### src/rtl/tx_flow_sched_pkg.sv
// Shared types and helpers for the token-bucket flow scheduler.
// Token values carry TOKEN_FRAC_BITS fractional bits (1/256 byte units).
package tx_flow_sched_pkg;

    typedef enum logic {
        IDLE = 1'b0,
        SEND = 1'b1
    } state_e;

    localparam int TOKEN_FRAC_BITS = 8;
    localparam int MAX_KEEP_WIDTH  = 64;
    localparam int POP_WIDTH       = 7;

    // Callers zero-extend their tkeep to MAX_KEEP_WIDTH.
    function automatic logic [POP_WIDTH-1:0] popcount(input logic [MAX_KEEP_WIDTH-1:0] keep);
        logic [POP_WIDTH-1:0] n;
        n = '0;
        for (int i = 0; i < MAX_KEEP_WIDTH; i++) begin
            n = n + POP_WIDTH'(keep[i]);
        end
        return n;
    endfunction

endpackage

### src/rtl/tx_flow_bucket.sv
// Per-flow token bucket: refill capped at burst, debit applied after the cap,
// floor saturated at the most negative representable value.
module tx_flow_bucket #(
    parameter int RATE_WIDTH  = 16,
    parameter int TOKEN_WIDTH = 32
) (
    input  logic                          clk,
    input  logic                          rst,
    input  logic [RATE_WIDTH-1:0]         rate,
    input  logic [TOKEN_WIDTH-2:0]        burst,
    input  logic [TOKEN_WIDTH-1:0]        debit,
    input  logic                          enable,
    output logic signed [TOKEN_WIDTH-1:0] bucket,
    output logic                          positive
);

    localparam int WW = TOKEN_WIDTH + 2;

    logic signed [TOKEN_WIDTH-1:0] bucket_q, bucket_d;
    logic signed [WW-1:0]          rate_w, burst_w, debit_w, floor_w;
    logic signed [WW-1:0]          sum_w, cap_w, diff_w;

    assign rate_w  = $signed({{(WW-RATE_WIDTH){1'b0}}, rate});
    assign burst_w = $signed({3'b000, burst});
    assign debit_w = $signed({2'b00, debit});
    assign floor_w = $signed({3'b111, {(TOKEN_WIDTH-1){1'b0}}});

    // Two guard bits make the add, cap and subtract overflow-free.
    always_comb begin
        sum_w  = $signed({{2{bucket_q[TOKEN_WIDTH-1]}}, bucket_q}) + rate_w;
        cap_w  = (sum_w > burst_w) ? burst_w : sum_w;
        diff_w = cap_w - debit_w;
        if (diff_w < floor_w) begin
            bucket_d = $signed({1'b1, {(TOKEN_WIDTH-1){1'b0}}});
        end else begin
            bucket_d = $signed(TOKEN_WIDTH'(diff_w));
        end
    end

    always_ff @(posedge clk) begin
        if (rst) begin
            bucket_q <= '0;
        end else begin
            bucket_q <= bucket_d;
        end
    end

    // A disabled flow keeps refilling; enable only masks eligibility.
    assign bucket   = bucket_q;
    assign positive = enable & ~bucket_q[TOKEN_WIDTH-1];

endmodule

### src/rtl/tx_flow_sched.sv
// Frame-granular round-robin scheduler sharing one MAC TX stream between
// token-bucket shaped flows; one whole frame per grant.
module tx_flow_sched
    import tx_flow_sched_pkg::*;
#(
    parameter int N_FLOWS     = 2,
    parameter int DATA_WIDTH  = 64,
    parameter int KEEP_WIDTH  = DATA_WIDTH/8,
    parameter int RATE_WIDTH  = 16,
    parameter int TOKEN_WIDTH = 32,
    parameter int CNT_WIDTH   = 16,
    parameter int GW          = (N_FLOWS > 1) ? $clog2(N_FLOWS) : 1
) (
    input  logic                               clk,
    input  logic                               rst,
    input  logic [N_FLOWS*DATA_WIDTH-1:0]      s_axis_tdata,
    input  logic [N_FLOWS*KEEP_WIDTH-1:0]      s_axis_tkeep,
    input  logic [N_FLOWS-1:0]                 s_axis_tvalid,
    output logic [N_FLOWS-1:0]                 s_axis_tready,
    input  logic [N_FLOWS-1:0]                 s_axis_tlast,
    output logic [DATA_WIDTH-1:0]              m_axis_tdata,
    output logic [KEEP_WIDTH-1:0]              m_axis_tkeep,
    output logic                               m_axis_tvalid,
    input  logic                               m_axis_tready,
    output logic                               m_axis_tlast,
    output logic                               m_axis_tuser,
    input  logic [N_FLOWS-1:0]                 cfg_enable,
    input  logic [N_FLOWS*RATE_WIDTH-1:0]      cfg_rate,
    input  logic [N_FLOWS*(TOKEN_WIDTH-1)-1:0] cfg_burst,
    output logic                               stat_busy,
    output logic [GW-1:0]                      stat_grant,
    output logic [N_FLOWS*CNT_WIDTH-1:0]       stat_frames
);

    state_e          state_q, state_d;
    logic [GW-1:0]   grant_q, grant_d;
    logic [GW-1:0]   rr_ptr_q, rr_ptr_d;
    logic [N_FLOWS-1:0] eligible;
    logic [N_FLOWS-1:0] positive_w;
    logic [N_FLOWS*TOKEN_WIDTH-1:0] bucket_flat;
    logic            frame_done;
    logic            buckets_unused;

    // Bucket levels stay on named nets for debug visibility only.
    assign buckets_unused = ^bucket_flat;

    for (genvar gi = 0; gi < N_FLOWS; gi++) begin : g_flow
        logic [MAX_KEEP_WIDTH-1:0] keep_ext;
        logic [TOKEN_WIDTH-1:0]    debit_w;
        logic signed [TOKEN_WIDTH-1:0] bucket_w;
        logic [CNT_WIDTH-1:0]      frames_q;

        always_comb begin
            keep_ext = '0;
            keep_ext[KEEP_WIDTH-1:0] = s_axis_tkeep[gi*KEEP_WIDTH +: KEEP_WIDTH];
        end

        assign debit_w = (s_axis_tvalid[gi] & s_axis_tready[gi])
                       ? (TOKEN_WIDTH'(popcount(keep_ext)) << TOKEN_FRAC_BITS)
                       : '0;

        tx_flow_bucket #(
            .RATE_WIDTH  (RATE_WIDTH),
            .TOKEN_WIDTH (TOKEN_WIDTH)
        ) u_bucket (
            .clk      (clk),
            .rst      (rst),
            .rate     (cfg_rate[gi*RATE_WIDTH +: RATE_WIDTH]),
            .burst    (cfg_burst[gi*(TOKEN_WIDTH-1) +: (TOKEN_WIDTH-1)]),
            .debit    (debit_w),
            .enable   (cfg_enable[gi]),
            .bucket   (bucket_w),
            .positive (positive_w[gi])
        );

        assign bucket_flat[gi*TOKEN_WIDTH +: TOKEN_WIDTH] = bucket_w;
        assign eligible[gi] = s_axis_tvalid[gi] & positive_w[gi];

        always_ff @(posedge clk) begin
            if (rst) begin
                frames_q <= '0;
            end else if (frame_done && (grant_q == GW'(gi))) begin
                frames_q <= frames_q + 1'b1;
            end
        end

        assign stat_frames[gi*CNT_WIDTH +: CNT_WIDTH] = frames_q;
    end

    // Output mux is purely combinational from the registered grant.
    always_comb begin
        m_axis_tdata  = s_axis_tdata[grant_q*DATA_WIDTH +: DATA_WIDTH];
        m_axis_tkeep  = s_axis_tkeep[grant_q*KEEP_WIDTH +: KEEP_WIDTH];
        m_axis_tlast  = s_axis_tlast[grant_q];
        m_axis_tvalid = 1'b0;
        s_axis_tready = '0;
        if (state_q == SEND) begin
            m_axis_tvalid          = s_axis_tvalid[grant_q];
            s_axis_tready[grant_q] = m_axis_tready;
        end
    end

    assign frame_done = (state_q == SEND) & m_axis_tvalid & m_axis_tready & m_axis_tlast;

    always_comb begin
        logic found;
        state_d  = state_q;
        grant_d  = grant_q;
        rr_ptr_d = rr_ptr_q;
        found    = 1'b0;
        case (state_q)
            IDLE: begin
                for (int k = 1; k <= N_FLOWS; k++) begin
                    int idx;
                    idx = int'(rr_ptr_q) + k;
                    if (idx >= N_FLOWS) begin
                        idx = idx - N_FLOWS;
                    end
                    if (!found && eligible[idx]) begin
                        found   = 1'b1;
                        grant_d = GW'(idx);
                    end
                end
                if (found) begin
                    state_d  = SEND;
                    rr_ptr_d = grant_d;
                end
            end
            SEND: begin
                if (frame_done) begin
                    state_d = IDLE;
                end
            end
            default: state_d = IDLE;
        endcase
    end

    always_ff @(posedge clk) begin
        if (rst) begin
            state_q  <= IDLE;
            grant_q  <= '0;
            rr_ptr_q <= GW'(N_FLOWS-1);
        end else begin
            state_q  <= state_d;
            grant_q  <= grant_d;
            rr_ptr_q <= rr_ptr_d;
        end
    end

    assign stat_busy    = (state_q == SEND);
    assign stat_grant   = grant_q;
    assign m_axis_tuser = 1'b0;

endmodule

### config.mk
export PLATFORM = sky130hd
export DESIGN_NAME = tx_flow_sched
export DESIGN_NICKNAME = d
export VERILOG_FILES = /design/src/rtl/tx_flow_sched_pkg.sv /design/src/rtl/tx_flow_bucket.sv /design/src/rtl/tx_flow_sched.sv
export SDC_FILE = /design/constraint.sdc
export NUM_CORES = 1
export LEC_CHECK = 0
export CAP_MARGIN = 20
export CORE_MARGIN = 1
export CORE_UTILIZATION = 35
export CTS_CLUSTER_DIAMETER = 200
export CTS_CLUSTER_SIZE = 25
export DETAILED_ROUTE_END_ITERATION = 8
export HOLD_SLACK_MARGIN = 0.12
export PLACE_DENSITY = 0.66
export SKIP_LAST_GASP = 1
export SLEW_MARGIN = 0
export SYNTH_ARGS = -nofsm -noshare
export SYNTH_HDL_FRONTEND = slang
export SYNTH_SLANG_ARGS = --single-unit
export TNS_END_PERCENT = 10
### constraint.sdc
create_clock -name clk -period 9.2 [get_ports clk]
set_input_delay 1.84 -clock clk [delete_from_list [all_inputs] [get_ports clk]]
set_output_delay 1.84 -clock clk [all_outputs]
set_load 0.05 [all_outputs]
* After elaboration in Yosys (flattened, before gate mapping) *
Index checks and enable logic that the tools add are counted.

operators by class
  magnitude comparators = 10
  multiplexer cells = 33
  shift operators = 2
  $mul = 0
  add/subtract/negate cells = 24
  equal/unequal tests = 0
  bitwise operators = 14
  reductions and logical operators = 8
  div/mod/pow operators = 0

operators with widths
  operator                 number
  $mux W32                 6
  $shiftx A128 B8 Y64      1
  $gt A34 B32 Y1           2
  $lt A34 B32 Y1 const B   2
  $mux W34                 2
  $sub A34 B16 Y34         2
  $add A32 B17 Y33         2
  $lt A32 B3 Y1 const B    2
  $add A16 B1 Y16 const B  2
  $mux W15                 2
  $mux W1                  20
  $shiftx A16 B5 Y8        1
  $add A6 B1 Y7            2
  $add A7 B1 Y7            2
  $add A5 B1 Y6            2
  $add A4 B1 Y5            2
  $and A1 B1 Y1            9
  $add A3 B1 Y4            2
  $add A2 B1 Y3            2
  $add A1 B1 Y2            2
  $logic_and A1 B1 Y1      4
  $not A1 Y1               4
  $reduce_or A2 Y1         2
  $sub A3 B2 Y4 const B    1
  other kinds (13)         13

storage, ports and cells
  output and inout bits = 111
  memories kept = 0
  RAM bits = 0
  register bits after elaboration = 99
  memory bits (read-only) = 0
  bits in latches = 0
  word-level logic and storage cells = 100

* Logic depth before layout (Yosys ltp) *
  depth in word-level cells = 15
  gate-level depth with buffers = 38
  mapped depth without buffers = 34

* Modules after synthesis *
A second synthesis with hierarchy kept.

second synthesis, totals
  cell total of the unflattened synthesis = 1,702
  area total of the unflattened synthesis = 13,369.1 sq um

modules (own cells, without submodules)
  module                               cells an instance  area an instance (sq um)  instances
  tx_flow_bucket (g_flow[0].u_bucket)  680                5,252.5                   1
  tx_flow_bucket (g_flow[1].u_bucket)  678                5,171.2                   1
  tx_flow_sched                        344                2,945.3                   1

* Least setup slack after synthesis *
Ideal clock, no wire load.

  path type = in2reg
  from = input port cfg_rate[16]
  to = register g_flow[1].u_bucket.bucket_q[26]
  setup time = 0.123 ns
  path slack = 0.511 ns
  arrival time = 8.565 ns
  stages on the path = 33
  data required time = 9.077 ns
  buffers on the path = 3
  path through = ha_1 fa_1 a211oi_1 o21a_2 a211o_1 a21o_1 nor3_2 nand3_1 xor2_1 inv_1 ha_1 nor2b_1 o21ai_0 nand2b_1 a2111oi_0 o21ai_0 ha_1 o211ai_1 clkbuf_1 clkbuf_1 o21ai_0 ha_1 nor2b_1 o21ai_0 nand2b_1 a21o_1 nor4_1 nand4bb_1 or4_4 a22oi_4 a21boi_2 buf_2 nor3_1

between the ends
  word-level cells in the longest chain between the ends = 6

RTL lines
  item                               RTL line              RTL
  start: declaration                 tx_flow_sched.sv:28   input logic [N_FLOWS*RATE_WIDTH-1:0] cfg_rate,
  $add A32 B17 Y33 *                 tx_flow_bucket.sv:30  sum_w = $signed({{2{bucket_q[TOKEN_WIDTH-1]}}, bucket_q}) + rate_w;
  $gt A34 B32 Y1                     tx_flow_bucket.sv:31  cap_w = (sum_w > burst_w) ? burst_w : sum_w;
  $mux W34 *                         tx_flow_bucket.sv:31
  $sub A34 B16 Y34 *                 tx_flow_bucket.sv:32  diff_w = cap_w - debit_w;
  $lt A34 B32 Y1                     tx_flow_bucket.sv:33  if (diff_w < floor_w) begin
  $reduce_or A2 Y1 (no source line)  --
  end signal: assignment             tx_flow_bucket.sv:44  bucket_q <= bucket_d;
  end: declaration                   tx_flow_bucket.sv:19  logic signed [TOKEN_WIDTH-1:0] bucket_q, bucket_d;

Every way passes the cells marked *; elsewhere a longest branch is shown, timed or not.
A chain may end at the register's enable or synchronous reset.

* Worst setup path in the final report *
  from = input port cfg_rate[17]
  to = register g_flow[1].u_bucket.bucket_q[2]

Same word-level chain as after synthesis.

==> summary.md <==
| Metric | Value |
|---|---|
| Outcome | `complete, no violations` |
| H-tree levels | `3` |
| Clock power frac | `10.2%` |
| RD Place Congestion | `around 0.97` |
| Initial core utilization | `35.9%` |
| Number of flops mapped to enable cells by yosys | `0` |
| Post-synthesis xor/xnor area fraction | `9.36%` |
| Slew headroom | `between 30% and 40%` |
| Predominant post-synthesis flop cell | `dfxtp_1` |
| Antenna-violating nets left | `0` |
| Inserted Clock Buffers | `9` |
| Synth-to-layout area growth | `42.3%` |
| Setup Crit Path Kind | `input pin to flip-flop` |
| Core box area | `31,000 um^2` |
| Io pins | `358` |
| Synth area leader | `dfxtp_1` |
| Power share of the combinational group | `74.2%` |
| Die W | `180 um` |
| Power density cells | `255 nW/um^2` |
| Final hold violations | `0` |
| Max VDD drop | `136 uV` |
| Via Count | `12.0k` |
| Most frequent cell after synthesis | `nor2_1` |
| FFs w/ async S/R, synth | `0%` |
| Min-Delay Path Class | `flip-flop to flip-flop` |
| RSZ-0062 raised after global routing | `true` |
| Largest family of logic cells by synthesized area | `simple AND/OR/NAND/NOR gates` |
| Skew final | `approximately 0.021 ns` |
| Number of synthesized register bits | `99` |
| DR WL/cell | `18.1 um` |
| Largest net degree at the start of global routing | `61` |
| Vias in the first global route | `11.6k` |
| Final period util | `96.3%` |
| Hold EP | `g_flow[0].frames_q[15]` |
| Slowest stage cell on the critical path | `or4_4` |
| # DRC | `0` |
| Sw Ratio | `49.3%` |
| Nets | `between 2k and 2.5k` |
| Top cell type's share of synthesized area | `17.8%` |
| Most frequent cell on the critical path | `a21o_1` |
| Commonest cells post-synth | `140 x nor2_1, 112 x ha_1, 109 x inv_1` |
| Post-route cell area | `15,800 um^2` |
| # Max-Cap Violations | `0` |
| Root Buffer | `clkbuf_16` |
| Leak pwr | `6.78 nW` |
| Yosys warning count | `0` |
| Gr ovfl total | `0` |
| Peak Freq | `0.113 GHz` |
| Post-DP HPWL | `about 33 mm` |
| Core Util, Final | `51.1%` |
| Row cnt | `64` |
| Synth area leaders | `dfxtp_1 18%, ha_1 13%, mux2_2 7.3%` |
| Reg2reg setup slack | `1.98 ns` |
| Reg power frac | `15.6%` |
| Mux contribution to synthesized area | `between 8 and 9%` |
| Arrival @ worst endpoint | `between 9 and 10 ns` |
| Compound-Gate Fraction of Synth Area | `19.4%` |
| Sequential area share after synthesis | `17.8%` |
| Clock transition at path regs | `0.09 ns` |
| Mapped Area | `11,100 um^2` |
| Post-Synth Adder-Cell Area | `14.7%` |
| Placed cell areas | `15,500 um^2` |
| First-pass GRT wire length | `61.6 mm` |
| Crit. End Element | `flip-flop` |
| Bufs and invs on worst path | `2` |
| CTS sink cnt | `99` |
| R2R depth | `36` |
| Syn_area_per_cell | `between 7 and 8 um^2` |
| Longest Clk Path Bufs | `2` |
| Psw | `about 0.0020 W` |
| Gr usage total | `23.8%` |
| R2R Path Start | `g_flow[1].u_bucket.bucket[0]` |
| WL final | `40.3 mm` |
| Slew @ Worst Pin | `between 0.9 and 1 ns` |
| Cells after Synth | `between 1k and 1.5k` |
| CTS Hold Buffers Added | `0` |
| Min cycle time layout | `between 8 and 9 ns` |
| Post-synthesis simple-gate area fraction | `a little under a quarter` |
| Crit-path max cell delay | `0.48 ns` |
| Worst-skew pair later-pin latency | `around 0.37 ns` |
| Die ar. | `around 33,000 um^2` |
| Die height | `180 um` |
| Startpoint Class | `input pin` |
| Pre-antenna DRT Iters | `6` |
| Initial antenna violation count | `2` |
| P_int | `approximately 0.0020 W` |
| Reg2reg end | `g_flow[1].u_bucket.bucket[2]` |
| Setup-failing EPs final | `0` |
| Yosys cell types | `87` |
| Number of vias per cell | `approximately 5.4` |
| Crit path max fanout | `6` |
| Largest delay share family, worst path | `compound AO/OA/AOI/OAI gates` |
| Input/output buffers | `approximately 360` |
| Crit path required time | `between 9 and 10 ns` |
| CTS tree | `built` |
| Number of DRC markers in iteration 0 | `937` |
| Hold Path Depth | `2` |
| Hold path start | `g_flow[0].frames_q[15]` |
| Share of cells above drive strength 1 | `a little over a tenth` |
| Synthesized net count | `1,829` |
| Final Max Tran Viols | `0` |
==> flip-flops by register name, indices dropped and copies added (netlist names) <==
name / cells
g_flow.u_bucket.bucket: 64
stat_busy: 1
stat_grant: 1
g_flow.frames_q: 32
rr_ptr_q: 1
==> stage by stage <==
| step | cells | worst slack [ns] | hold WS [ns] | TNS (ns) | power (W) |
|---|---|---|---|---|---|
| final | 2229 | 0.338 | 0.500 | 0 | 0.00404 |
| after global routing | 2229 | -0.0334 | 0.543 | -0.0488 | 0.00436 |
| after CTS | 2224 | 0.374 | 0.505 | 0 | 0.00400 |
| after detailed placement | 2208 | 0.0701 | 0.492 | 0 | 0.00356 |
| after global placement | 2207 | 0.143 | 0.473 | 0 | 0.00353 |
| after floorplan | 1458 | 0.511 | 0.469 | 0 | 0.00269 |
==> worst max-delay path by stage <==
stage                  from                             to  slack (ns)  cells after the start
3_3_place_gp   cfg_rate[16]  g_flow[1].u_bucket.bucket[30]        0.14                     32
5_1_grt        cfg_rate[24]   g_flow[1].u_bucket.bucket[2]       -0.03                     34
6_report       cfg_rate[17]   g_flow[1].u_bucket.bucket[2]        0.34                     34
3_5_place_dp   cfg_rate[16]  g_flow[1].u_bucket.bucket[28]        0.07                     32
2_1_floorplan  cfg_rate[16]  g_flow[1].u_bucket.bucket[26]        0.51                     33
4_1_cts        cfg_rate[16]  g_flow[1].u_bucket.bucket[28]        0.37                     32
==> tightest hold or removal path: stages, from the launching register on <==
cell	delay, ns
dfxtp_1	0.33
o21ai_0	0.07
a21oi_1	0.06
==> per-layer routing <==
layer	global-route usage [%]	wire length [um]	vias up
met1	33.3	19300	5545
li1	-	-	5931
met4	6.22	764	0
met3	3.76	2520	51
met2	37.5	17800	466
met5	0	0	-
==> layout by cell type, fill, tap and decap left out, drive strengths merged, types with 15 or more instances in the layout <==
cell           synthesis  layout
mux2                  72      72
dfxtp                 99      99
nor2                 140     140
xor2                  51      51
xnor2                 68      68
o21a                  15      15
nor2b                 21      21
inv                  109     112
nor3                  69      69
nand3                 53      53
mux2i                 15      15
and3                  31      31
nand2                 98      98
ha                   112     112
clkdlybuf4s50          0     356
o21ai                 62      62
a21o                  34      34
nand4                 30      30
a21oi                108     108
buf                   31      75
==> final cells by class <==
| class | instances | area (um^2) |
|---|---|---|
| Clock inverter | 7 | 88.8 |
| Multi-Input combinational cell | 1176 | 8480 |
| Inverter | 109 | 409 |
| Antenna cell | 2 | 5.00 |
| Timing Repair Buffer | 431 | 4160 |
| Sequential cell | 99 | 1990 |
| Fill cell | 2938 | 15100 |
| Tap cell | 396 | 495 |
| Clock buffer | 9 | 225 |
==> power groups by stage <==
| stage | Combinational, W | Sequential [W] | Clock (W) |
|---|---|---|---|
| 6_report | 0.00300 | 0.000631 | 0.000412 |
| 5_1_grt | 0.00328 | 0.000643 | 0.000437 |
| 4_1_cts | 0.00295 | 0.000627 | 0.000421 |
| 3_5_place_dp | 0.00293 | 0.000636 | 0 |
| 3_3_place_gp | 0.00290 | 0.000635 | 0 |
| 2_1_floorplan | 0.00211 | 0.000588 | 0 |
==> cells by family (layout without fill, tap and decap cells) <==
family                     after synthesis  after routing
other                                    1              3
DFF                                     99             99
AOI/OAI and AO/OA                      322            323
xor gates and xnor gates               119            119
adders and majority gates              124            124
muxes                                   87             87
and+or+nand+nor                        522            522
buffers and inverters                  184            556
==> timing repair <==
item,in CTS,in global routing
buffers inserted,0,2
resized for setup,0,8
endpoints found under the setup margin,0,31
No activity file was read; power rests on OpenSTA's default activity.
